[src/rtl/pipe_ctrl.sv]
// Pipeline latch/PC sequencer: advance, freeze or bubble each latch, own the
// data-memory handshake and count stalled cycles.
//
// state | meaning
// RUN   | normal operation; data request driven for the EX/MEM memop
// DHELD | data access done, waiting on fetch; request suppressed
// HALT  | CPU halted; everything frozen until reset
module pipe_ctrl #(
  parameter int CNT_W = 16,
  parameter int REG_W = 5
) (
  input  logic             CLK,
  input  logic             RST,
  input  logic             ihit,
  input  logic             dhit,
  input  logic             dmemr_mem,
  input  logic             dmemw_mem,
  input  logic             halt_mem,
  input  logic             redirect_mem,
  input  logic             dmemr_exe,
  input  logic [REG_W-1:0] rd_exe,
  input  logic [REG_W-1:0] rs1_dec,
  input  logic [REG_W-1:0] rs2_dec,
  output logic             dmemREN,
  output logic             dmemWEN,
  output logic             dload_cap,
  output logic             pc_en,
  output logic             en_ifid,
  output logic             en_idex,
  output logic             en_exmem,
  output logic             en_memwb,
  output logic             flush_ifid,
  output logic             flush_idex,
  output logic             flush_exmem,
  output logic             halt,
  output logic [CNT_W-1:0] stall_cnt
);

  localparam logic [1:0] S_RUN   = 2'd0;
  localparam logic [1:0] S_DHELD = 2'd1;
  localparam logic [1:0] S_HALT  = 2'd2;

  logic [1:0]       state_q, state_d;
  logic [CNT_W-1:0] stall_cnt_q, stall_cnt_d;
  logic             run, dheld, memop, adv, load_use;

  always_comb begin
    run      = (state_q == S_RUN);
    dheld    = (state_q == S_DHELD);
    memop    = dmemr_mem | dmemw_mem;
    adv      = ihit & (~memop | dhit | dheld) & (run | dheld);
    load_use = dmemr_exe & (rd_exe != '0) & ((rd_exe == rs1_dec) | (rd_exe == rs2_dec));

    dmemREN     = 1'b0;
    dmemWEN     = 1'b0;
    dload_cap   = 1'b0;
    pc_en       = 1'b0;
    en_ifid     = 1'b0;
    en_idex     = 1'b0;
    en_exmem    = 1'b0;
    en_memwb    = 1'b0;
    flush_ifid  = 1'b0;
    flush_idex  = 1'b0;
    flush_exmem = 1'b0;

    // Outputs are gated by RST so a request drops the moment reset asserts.
    if (!RST) begin
      dmemREN   = run & dmemr_mem;
      dmemWEN   = run & dmemw_mem;
      dload_cap = run & dhit & dmemr_mem;
      if (adv) begin
        pc_en    = 1'b1;
        en_ifid  = 1'b1;
        en_idex  = 1'b1;
        en_exmem = 1'b1;
        en_memwb = 1'b1;
        if (redirect_mem) begin
          flush_ifid  = 1'b1;
          flush_idex  = 1'b1;
          flush_exmem = 1'b1;
        end else if (load_use) begin
          pc_en      = 1'b0;
          en_ifid    = 1'b0;
          flush_idex = 1'b1;
        end
      end
    end

    state_d = state_q;
    case (state_q)
      S_RUN: begin
        if (memop & dhit & ~ihit)   state_d = S_DHELD;
        else if (adv & halt_mem)    state_d = S_HALT;
      end
      S_DHELD: if (ihit) state_d = S_RUN;
      S_HALT:  state_d = S_HALT;
      default: state_d = S_RUN;
    endcase

    stall_cnt_d = stall_cnt_q;
    if ((run | dheld) & ~adv & ~(&stall_cnt_q))
      stall_cnt_d = stall_cnt_q + CNT_W'(1);
  end

  always_ff @(posedge CLK or posedge RST) begin
    if (RST) begin
      state_q     <= S_RUN;
      stall_cnt_q <= '0;
    end else begin
      state_q     <= state_d;
      stall_cnt_q <= stall_cnt_d;
    end
  end

  assign halt      = (state_q == S_HALT);
  assign stall_cnt = stall_cnt_q;

endmodule
[config.mk]
export PLATFORM = sky130hd
export DESIGN_NAME = pipe_ctrl
export DESIGN_NICKNAME = d
export VERILOG_FILES = /design/src/rtl/pipe_ctrl.sv
export SDC_FILE = /design/constraint.sdc
export NUM_CORES = 1
export LEC_CHECK = 0
export ABC_AREA = 1
export BUFFER_PORTS_ARGS = -buffer_cell sky130_fd_sc_hd__buf_4
export CAP_MARGIN = 20
export CORE_MARGIN = 5
export CORE_UTILIZATION = 53
export DETAILED_ROUTE_END_ITERATION = 8
export GPL_TIMING_DRIVEN = 0
export PLACE_DENSITY = 0.95
export SYNTH_ARGS = -nofsm -noshare
export SYNTH_HDL_FRONTEND = slang
export SYNTH_SLANG_ARGS = --single-unit
export TNS_END_PERCENT = 100
[constraint.sdc]
create_clock -name CLK -period 3.42 [get_ports CLK]
set_input_delay 0.171 -clock CLK [delete_from_list [all_inputs] [get_ports CLK]]
set_output_delay 0.171 -clock CLK [all_outputs]
set_load 0.02 [all_outputs]
[After elaboration in Yosys (flattened, before gate mapping)]
Cells that the tools add are included.
Operators by class
  reductions and logical operators: 4
  bitwise gates (word level): 22
  add/sub/neg operators: 1
  mux-type cells: 20
  equality and inequality tests: 6
Operators by type and width (number)
  16-bit by 1-bit adder with 16-bit output, second input constant: 1
  1-bit 2-to-1 mux: 16
  16-bit AND reduction: 1
  1-bit AND: 13
  5-bit == test: 2
  2-bit 2-to-1 mux: 3
  2-bit one-hot mux with 3 select lines: 1
  1-bit bitwise OR: 5
  5-bit nonzero test: 1
  1-bit NOT: 4
  3-bit by 1-bit inequality test with 1-bit output, second input constant: 1
  2-bit by 1-bit == test with 1-bit output, second input constant: 1
  2-bit == test, second input constant: 1
  2-bit zero test: 1
  2-bit inequality test, second input constant: 1
  2-bit AND reduction: 1
Storage, ports and cells
  logic and storage cells: 55
  register bits: 18
  bits of input ports: 24
  output and inout bits: 28

[Longest topological paths before layout]
Gate-level depths: netlist of run 1.
  depth after elaboration: 10
  mapped depth: 10
  gate-level depth less buffers: 9

[Least setup slack after synthesis of run 1]
Ideal clock, no wire load.
  path type: register to output
  start point: reg state_q[1]
  end point: out pc_en
  path slack: 1.543 ns
  arrival time: 1.706 ns
  stages on the path, launching flop included: 9
  path buffers: 1
  required time: 3.249 ns
  cells stage by stage: dfrtp_1 inv_2 nand2_1 nand3_1 nand3_1 nor2_1 nand2_1 nand2_1 buf_4
On the way
  word-level cells in the longest chain between the ends: 6
  elaborated cells between the ends (all ways): 8
  classes of those cells: 1 x eq/ne; 2 x mux; 4 x bitwise; 1 x reduce/logical
RTL lines
  from (decl): line 43  | logic [1:0] state_q, state_d;
  from (signal assigned): line 110  | state_q <= state_d;
  2-bit by 1-bit == test with 1-bit output: line 49  | dheld = (state_q == S_DHELD);
  1-bit bitwise OR: line 51  | adv = ihit & (~memop | dhit | dheld) & (run | dheld);
  1-bit AND: line 51
  1-bit AND *: line 51
  1-bit 2-to-1 mux * (2 in a row)
  to (decl): line 27  | output logic pc_en,
Mark *: on every way between the ends. The rest lies on a longest branch, timed or not.

[Worst setup path after layout of run 1]
  start point: reg state_q[1]
  end point: out pc_en
On the way
  word-level cells in the longest chain between the ends: 6
  elaborated cells between the ends (all ways): 8
  classes of those cells: 1 x eq/ne; 2 x mux; 4 x bitwise; 1 x reduce/logical
RTL lines
  2-bit by 1-bit == test with 1-bit output: line 49
  1-bit bitwise OR: line 51
  1-bit AND: line 51
  1-bit AND *: line 51
  1-bit 2-to-1 mux *: line 71  | if (adv) begin
  1-bit 2-to-1 mux *: line 67  | if (!RST) begin
Marked as above.

==> flow_summary.json, run 1 <==
{
  "worst_r2r_path_depth": 8,
  "clockBufferDepth": 2,
  "root_buffer": "clkbuf_4",
  "insertedDiodeCount": 0,
  "ant_nets": 0,
  "slew_headroom_pct": 54.5,
  "die_h_microns": 61.6,
  "peakVddDrop_v": 0.000562,
  "cts_buffers": 3,
  "p_leak_nw": 1.06,
  "clock_latency_ns": 0.30,
  "synthDominantCellAreaShare_pct": 31.9,
  "grt_overflow": 0,
  "post-cts-setup-buffer-count": 0,
  "area_growth_pct": 31.4,
  "fin_skew_ns": 0.000482,
  "routedLengthMet1_microns": 1450,
  "pin_count": 52,
  "num-fill-cells": 216,
  "worst_slew_pin_slew_ns": 0.682,
  "p_total_mw": 1.05,
  "yosys_warnings": 0,
  "syn_area_per_cell_sq_um": 6.30,
  "vias": 1529,
  "arrival_ns": 1.90,
  "rows": 18,
  "cp-startpoint": "state_q[1]",
  "vias_per_cell": 4.96,
  "grt_setup_unrepaired": "false",
  "grt_pass1_vias": 1393,
  "hold-worst-slack_ns": -0.00466,
  "cp.required_ns": 3.25,
  "fp.dieArea_sq_um": 3800,
  "crit_path_cell_trace": "inv_2 -> nand2_1 -> nand3_1 -> nand3_1 -> nor2_1 -> nand2_1 -> nand2_1 -> buf_4 -> buf_4",
  "route.met3.wl_microns": 306,
  "worstSetupStartpointType": "register",
  "core_area_sq_um": 2520,
  "final-hold-violation-count": 18,
  "fin_cells": 308,
  "syn_inst": 224,
  "cp-endpoint": "pc_en",
  "cpMostUsedCell": "nand2_1",
  "die_w_microns": 61.6,
  "yosysUniqueCellTypes": 22,
  "post_dp_cell_area_sq_um": 1830,
  "cp_slowest_cell": "dfrtp_1",
  "grt_max_degree": 19,
  "final_net_count": 305,
  "r2r_end": "stall_cnt[14]",
  "slowest_delay_ns": 0.41,
  "final_common_cell": "nand2_1",
  "wl_per_cell_microns": 11.5,
  "hp-class": "primary input to asynchronous set/reset pin",
  "drive_gt1_share_pct": 25.2,
  "finalSetupTns_ns": 0,
  "grtUsageTotal_pct": 20.6,
  "synth_top_cell_by_area": "dfrtp_1",
  "drv_cap": 0,
  "reg2reg_slack_ns": 1.72,
  "cts_hold_buf": 0,
  "synth_nets": 249,
  "multi_input_area_sq_um": 773,
  "powerDensity_nw_per_um2": 567,
  "drtIter0Drc": 62,
  "end_kind": "output port",
  "cts_max_level": 1,
  "top_layer_used": "met4",
  "worst-path-max-fanout": 6,
  "io_buffers": 51,
  "drc_errors": 0,
  "dp_hpwl_microns": 2870,
  "postLayoutCellArea_sq_um": 1850,
  "grt_pass1_wl_microns": 5850,
  "finalMaxSlewViolations": 0,
  "timing.rr.start": "stall_cnt[0]",
  "violations": "hold timing",
  "synth_area_leaders": "dfrtp_1 (32%), nand2_1 (23%), inv_1 (8.0%)",
  "seq_area_sq_um": 450,
  "yosysSeqAreaShare_pct": 31.9,
  "crit_type": "register to output port",
  "start_util_pct": 56.0,
  "cts_sinks": 18,
  "dpl.cell_count": 305,
  "gp_congestion": 0.875,
  "min_period_ns": 2.07,
  "path_clk_slew_ns": 0.10,
  "antenna_found_initial": 0,
  "post_cts_resized": 0,
  "met2_length_microns": 1770,
  "syn_area_sq_um": 1410,
  "finalSetupViolations": 0,
  "final_cell_mix": "nand2_1 (87), buf_4 (55), inv_1 (30), nor2_1 (26), dfrtp_1 (18)",
  "wirelength_microns": 3550,
  "outcome": "finished, violations left",
  "fmax_mhz": 483,
  "ys_seq_elements": 18,
  "dr.pass1.iters": 4,
  "min_period_over_period_pct": 60.5,
  "cts_tree": "built"
}
## Yosys cell counts, drive strengths merged
master / count
ha: 1
nand2: 89
nor2: 27
xor2: 7
nor4: 1
o21ai: 11
inv: 33
or2: 1
xnor2: 5
a21oi: 1
nor3: 6
dfrtp: 18
buf: 7
nand4: 4
nand3: 13
## power breakdown
part | switching (mW) | total (mW) | internal (mW) | leakage, nW
Combinational | 0.345 | 0.585 | 0.240 | 0.803
Sequential | 0.0832 | 0.360 | 0.277 | 0.241
Clock | 0.0662 | 0.107 | 0.0411 | 0.0138
Total | 0.494 | 1.05 | 0.558 | 1.06
## worst min path at each step
stage	start	to	slack, ns	cells after the start
detailed placement	RST	state_q[0]	0.35	2
CTS	RST	state_q[0]	0.03	2
finish	RST	state_q[0]	-0.005	2
global placement	RST	state_q[0]	0.34	2
floorplan	RST	stall_cnt[0]	0.11	1
global route	RST	state_q[1]	0.06	2
## kinds of logic (layout without fill, tap and decap cells)
kind of cell / after synthesis / after routing / synth area share [%]
adders and majority gates: 1 / 1 / 0.886
DFF: 18 / 18 / 31.9
AOI/OAI and AO/OA: 12 / 12 / 4.52
xor gates and xnor gates: 12 / 12 / 7.45
buffers and inverters: 40 / 94 / 13.3
and+or+nand+nor: 141 / 141 / 41.9
## sequential cells by signal (all words and copies together), names as in the netlist
signal	flops
stall_cnt	16
state_q	2
## cell type report
cell class,count,share of cell area [%]
Sequential cell,18,24.3
Buffer,7,3.44
Inverter,33,6.68
Timing Repair Buffer,51,20.6
Tap cell,30,2.02
Clock buffer,3,1.21
Multi-Input combinational cell,166,41.7
## worst max-delay path, delay by kind of cell, from the launching register on
family	cells	cell delay, ns
buffers and inverters	3	0.32
and+or+nand+nor	6	0.86
DFF	1	0.41
## layer usage
layer,vias to the layer above,track usage (%)
li1,792,-
met1,679,27.2
met2,52,34.8
met3,6,4.61
met4,0,3.64
met5,-,0
## metrics by stage
stage                     setup WS [ns]  hold slack (ns)  utilization (%)
after floorplan                    1.54            0.110                -
after global placement             1.74            0.337             72.6
after detailed placement           1.70            0.352             72.6
after CTS                          1.36           0.0268             73.5
after global routing               1.20           0.0628             73.5
final                              1.35         -0.00466             73.5
No activity file was read; power rests on OpenSTA's default activity.
==> run 2, diff against run 1 <==
ABC_AREA = 0   (was 1)
CORE_UTILIZATION = 41   (was 53)
PLACE_DENSITY = 0.85   (was 0.95)
clock period = 1.8 ns   (was 3.42 ns; I/O delays follow)
==> flow_summary.json, run 2 <==
{
  "yosysUniqueCellTypes": 28,
  "synthDominantCellAreaShare_pct": 42.3,
  "fmax_mhz": 551,
  "slew_headroom_pct": 56.2,
  "syn_area_sq_um": 1060,
  "cts_max_level": 1,
  "num-fill-cells": 179,
  "postLayoutCellArea_sq_um": 1730,
  "synth_top_cell_by_area": "dfrtp_1",
  "seq_area_sq_um": 450,
  "p_leak_nw": 0.851,
  "end_kind": "register",
  "die_w_microns": 61.0,
  "cp.required_ns": 1.99,
  "root_buffer": "clkbuf_4",
  "ys_seq_elements": 18,
  "synthFlopType": "dfrtp_1",
  "grt_max_degree": 19,
  "worst-path-max-fanout": 4,
  "grt_pass1_vias": 1029,
  "finalSetupViolations": 1,
  "post_dp_cell_area_sq_um": 1500,
  "path_clk_slew_ns": 0.10,
  "pin_count": 52,
  "core_area_sq_um": 2480,
  "yosys_warnings": 0,
  "synth_area_leaders": "dfrtp_1 (42%), xnor2_1 (14%), xor2_1 (6.6%)",
  "yosysMostFrequentCell": "dfrtp_1",
  "holdCritStartpoint": "halt_mem",
  "hp-class": "primary input to register",
  "syn_inst": 102,
  "ant_nets": 0,
  "wl_per_cell_microns": 14.9,
  "final_cell_mix": "buf_4 (72), dfrtp_1 (18), xnor2_1 (17), xor2_1 (8)",
  "violations": "setup timing",
  "worst_slew_pin_slew_ns": 0.657,
  "wirelength_microns": 3090,
  "yosysSeqAreaShare_pct": 42.3,
  "timing.rr.start": "stall_cnt[14]",
  "swShare_pct": 37.0,
  "final_util_pct": 69.7,
  "grt_overflow": 0,
  "final_common_cell": "buf_4",
  "cts_buffers": 3,
  "synth_nets": 127,
  "cts_sinks": 18,
  "area_growth_pct": 62.3,
  "fin_cells": 208,
  "clockPowerShare_pct": 15.1,
  "powerDensity_nw_per_um2": 943,
  "switchingPower_mw": 0.603,
  "internal_power_mw": 1.03,
  "die_h_microns": 61.0,
  "grtUsageTotal_pct": 15.7,
  "clock_latency_ns": 0.29,
  "grt_pass1_wl_microns": 4430,
  "drive_gt1_share_pct": 49.4,
  "dpl.cell_count": 183,
  "dr.pass1.iters": 4,
  "fp.dieArea_sq_um": 3720,
  "p_comb_share_pct": 49.3,
  "grt_setup_unrepaired": "true",
  "vias": 1065,
  "p_total_mw": 1.63,
  "final-hold-violation-count": 0,
  "vias_per_cell": 5.12,
  "antenna_found_initial": 0,
  "dp_hpwl_microns": 2100,
  "start_util_pct": 43.0,
  "fin_skew_ns": 0.00593,
  "finalSetupTns_ns": -0.0138,
  "min_period_over_period_pct": 101,
  "yosys-top-cells-count": "dfrtp_1 (18), xnor2_1 (17), xor2_1 (8)",
  "final_net_count": 204,
  "min_period_ns": 1.81,
  "finalMaxSlewViolations": 0,
  "peakVddDrop_v": 0.000922,
  "async_flop_share_pct": 100,
  "cp-startpoint": "stall_cnt[14]",
  "gp_congestion": 0.777,
  "drv_cap": 0,
  "clockBufferDepth": 2,
  "cts_tree": "built",
  "drc_errors": 0,
  "largest_reg_flops": 16,
  "drtIter0Drc": 38,
  "rows": 18,
  "power_frac_seq_pct": 35.5,
  "multi_input_area_sq_um": 598,
  "insertedDiodeCount": 0,
  "io_buffers": 51,
  "arrival_ns": 2.00,
  "synth_edf_count": 0,
  "crit_type": "register to register",
  "worst_slack_ns": -0.0138,
  "worstSetupStartpointType": "register",
  "outcome": "finished, violations left",
  "syn_area_per_cell_sq_um": 10.4
}
==> run 2: final cells by class <==
class / instances / area share [%]
flip-flops and latches: 18 / 26.1
inverters: 3 / 0.652
repair buffers: 73 / 32.4
clock buffers: 4 / 2.10
multi-input cells: 76 / 34.6
well taps: 30 / 2.17
plain buffers: 4 / 1.96
==> run 2: final timing paths <==
check,depth (start not counted),endpoint,slack (ns)
max in group asynchronous,3,stall_cnt[10],0.89
setup / recovery,5,stall_cnt[1],-0.01
min in group asynchronous,3,stall_cnt[7],0.49
hold reg to reg,1,stall_cnt[15],0.50
hold / removal,3,state_q[1],0.03
setup reg to reg,5,stall_cnt[1],-0.01
==> run 2: worst max-delay path, stage by stage, from the launching register on <==
cell      delay, ns
dfrtp_1        0.41
and4_1         0.22
and3_4         0.21
a311oi_4       0.39
buf_4          0.19
mux2_4         0.29
==> run 2: layer usage <==
metal / vias to the layer above / share of wire (%) / routed length [microns] / global-route usage, %
met1: 502 / 41 / 1250 / 17.2
met3: 5 / 11 / 340 / 3.40
li1: 504 / - / - / -
met5: - / 0 / 0 / 0
met2: 54 / 46 / 1440 / 30.4
met4: 0 / 1.9 / 59 / 3.72
==> run 2: power groups by stage <==
stage	registers [mW]	logic (mW)	clock network [mW]
floorplan	0.678	0.270	0
global placement	0.607	0.586	0
detailed placement	0.616	0.603	0
CTS	0.572	0.744	0.252
global route	0.594	0.856	0.269
finish	0.579	0.804	0.247
==> run 2: metrics by stage <==
step / worst slack (ns) / hold slack [ns]
2_1_floorplan: 0.0184 / 0.0286
3_3_place_gp: -0.00854 / 0.248
3_5_place_dp: -0.0456 / 0.254
4_1_cts: -0.000296 / 0.0274
5_1_grt: -0.0795 / 0.0534
6_report: -0.0138 / 0.0331
==> run 2: cells by family after synthesis <==
logic type / count (synthesis) / share of synthesized area (%)
muxes: 1 / 1.06
AOI/OAI and AO/OA: 8 / 6.58
DFF: 18 / 42.3
adders and majority gates: 1 / 1.17
xor gates and xnor gates: 25 / 20.6
buffers and inverters: 8 / 4.94
and+or+nand+nor: 41 / 23.4
==> run 2: timing repair <==
| action | in CTS | in global routing |
|---|---|---|
| setup endpoints to repair | 13 | 13 |
| pin swaps | 1 | 6 |
| endpoints found under the hold margin | 19 | 0 |
| gates resized for setup | 3 | 5 |
| gates cloned | 1 | 0 |
| hold buffers | 2 | 0 |
| buffers inserted | 10 | 9 |
==> run 3, diff against run 2 <==
SETUP_SLACK_MARGIN = 0.3   (was unset)
SLEW_MARGIN = 10   (was unset)
==> flow_summary.json, run 3 (synthesis results as in run 2) <==
{
  "outcome": "complete, no violations",
  "min_period_ns": 1.78,
  "min_period_over_period_pct": 98.7,
  "drc_errors": 0,
  "grt_pass1_vias": 1119,
  "grt_util_met2_pct": 31.1,
  "dp_slack_ns": 0.0201,
  "p_leak_nw": 0.887,
  "rows": 18,
  "vias_per_cell": 5.06,
  "finalMaxSlewViolations": 0,
  "worst-path-max-fanout": 5,
  "arrival_ns": 1.99,
  "io_buffers": 51,
  "drive_gt1_share_pct": 60.2,
  "core_area_sq_um": 2480,
  "crit_path_cell_trace": "and4_1 -> and3_4 -> a311oi_4 -> buf_4 -> buf_6 -> buf_6 -> xor2_1",
  "start_util_pct": 43.0,
  "pin_count": 52,
  "finalSetupViolations": 0,
  "clockBufferDepth": 2,
  "worst_slew_pin_slew_ns": 0.669,
  "largest_reg_flops": 16,
  "wirelength_microns": 3010,
  "grt_overflow": 0,
  "reg2reg_slack_ns": 0.02,
  "dr.pass1.iters": 4,
  "num-fill-cells": 176,
  "worst_slack_ns": 0.0227,
  "power_frac_seq_pct": 36.3,
  "cp.required_ns": 2.01,
  "path_clk_slew_ns": 0.10,
  "cts_max_level": 1,
  "slew_headroom_pct": 55.4,
  "area_growth_pct": 73.7,
  "end_kind": "register",
  "fmax_mhz": 563,
  "fin_cells": 211,
  "insertedDiodeCount": 0,
  "cts_sinks": 18,
  "final_util_pct": 74.6,
  "drtIter0Drc": 17,
  "grt_max_degree": 19,
  "swShare_pct": 37.7,
  "cpMostUsedCell": "buf_6",
  "grtUsageMet1_pct": 21.2,
  "grt_setup_unrepaired": "true",
  "gp_congestion": 0.792,
  "clock_latency_ns": 0.28,
  "final-hold-violation-count": 0,
  "grt_use_met3_pct": 4.26,
  "crit_type": "register to register",
  "ant_nets": 0,
  "powerDensity_nw_per_um2": 901,
  "slowest_delay_ns": 0.39,
  "worstSetupStartpointType": "register",
  "busiest_layer": "met2",
  "final_cell_mix": "buf_4 (66), xnor2_1 (16), buf_6 (12), dfrtp_2 (9), dfrtp_1 (9)",
  "grt_pass1_wl_microns": 4910,
  "die_w_microns": 61.0,
  "dp_hpwl_microns": 2000,
  "hp-class": "primary input to register",
  "clockPowerShare_pct": 12.2,
  "peakVddDrop_v": 0.000961,
  "cts_tree": "built",
  "fin_skew_ns": 0.000829,
  "root_buffer": "clkbuf_4",
  "drv_cap": 0,
  "internal_power_mw": 1.04,
  "dpl.cell_count": 183,
  "cts_buffers": 3,
  "cp_slowest_cell": "dfrtp_1",
  "vias": 1067,
  "final_common_cell": "buf_4",
  "seq_area_sq_um": 462,
  "p_comb_share_pct": 51.5,
  "grtUsageTotal_pct": 17.4,
  "antenna_found_initial": 0,
  "final_net_count": 207,
  "wl_per_cell_microns": 14.3,
  "finalSetupTns_ns": 0,
  "die_h_microns": 61.0,
  "multi_input_area_sq_um": 662,
  "switchingPower_mw": 0.628,
  "fp.dieArea_sq_um": 3720
}
## run 3: cell count changes in the layout (fill, tap and decap cells not counted), sizes merged
cell  previous run  this run
buf             75        78
## run 3: timing repair
action                                 in CTS  in global routing
resized for setup                          11                 11
setup buffers                              19                  2
setup endpoints to repair                  24                 27
gates cloned                                1                  0
pin swaps                                  11                 11
hold buffers                                2                  0
endpoints found under the hold margin      19                  0
## run 3: area by class of cell
type                            count  area share [%]
Tap cell                           30            2.03
Inverter                            3           0.609
Buffer                              5            2.64
Timing Repair Buffer               75            32.5
Sequential cell                    18            25.0
Multi-Input combinational cell     76            35.8
Clock buffer                        4            1.42
## run 3: critical path: cells and delay by family, from the launching register on
family          cells  cell delay (ns)
simple gates        2             0.41
buf+inv             3             0.41
flops               1             0.39
compound gates      1             0.36
xor+xnor            1             0.13
## run 3: worst paths after layout
path	from	endpoint	depth (start not counted)
worst min-delay path	halt_mem	state_q[1]	3
worst max-delay path	stall_cnt[11]	stall_cnt[0]	7
max in group asynchronous	RST	stall_cnt[7]	3
min in group asynchronous	RST	state_q[1]	3
worst max register to register	stall_cnt[11]	stall_cnt[0]	7
worst min register to register	stall_cnt[15]	stall_cnt[15]	1
## run 3: stage by stage
stage          cell area, sq um  hold WS (ns)  power [mW]
2_1_floorplan              1130        0.0280       0.993
3_3_place_gp               1550         0.246        1.24
3_5_place_dp               1550         0.254        1.27
4_1_cts                    1790        0.0341        1.63
5_1_grt                    1850        0.0514        1.77
6_report                   1850        0.0376        1.67
## run 3: per-layer routing
metal,wire (microns),part of all wire (%),up-vias
met5,0,0,-
met4,7,0.23,0
met3,348,12,2
met2,1440,48,43
met1,1210,40,508
li1,-,-,514
## run 3: power by group through the flow
stage / clock network (mW) / logic, mW / registers (mW)
after floorplan: 0 / 0.292 / 0.702
after global placement: 0 / 0.610 / 0.631
after detailed placement: 0 / 0.624 / 0.641
after CTS: 0.211 / 0.821 / 0.594
after global routing: 0.234 / 0.919 / 0.616
final: 0.204 / 0.858 / 0.604
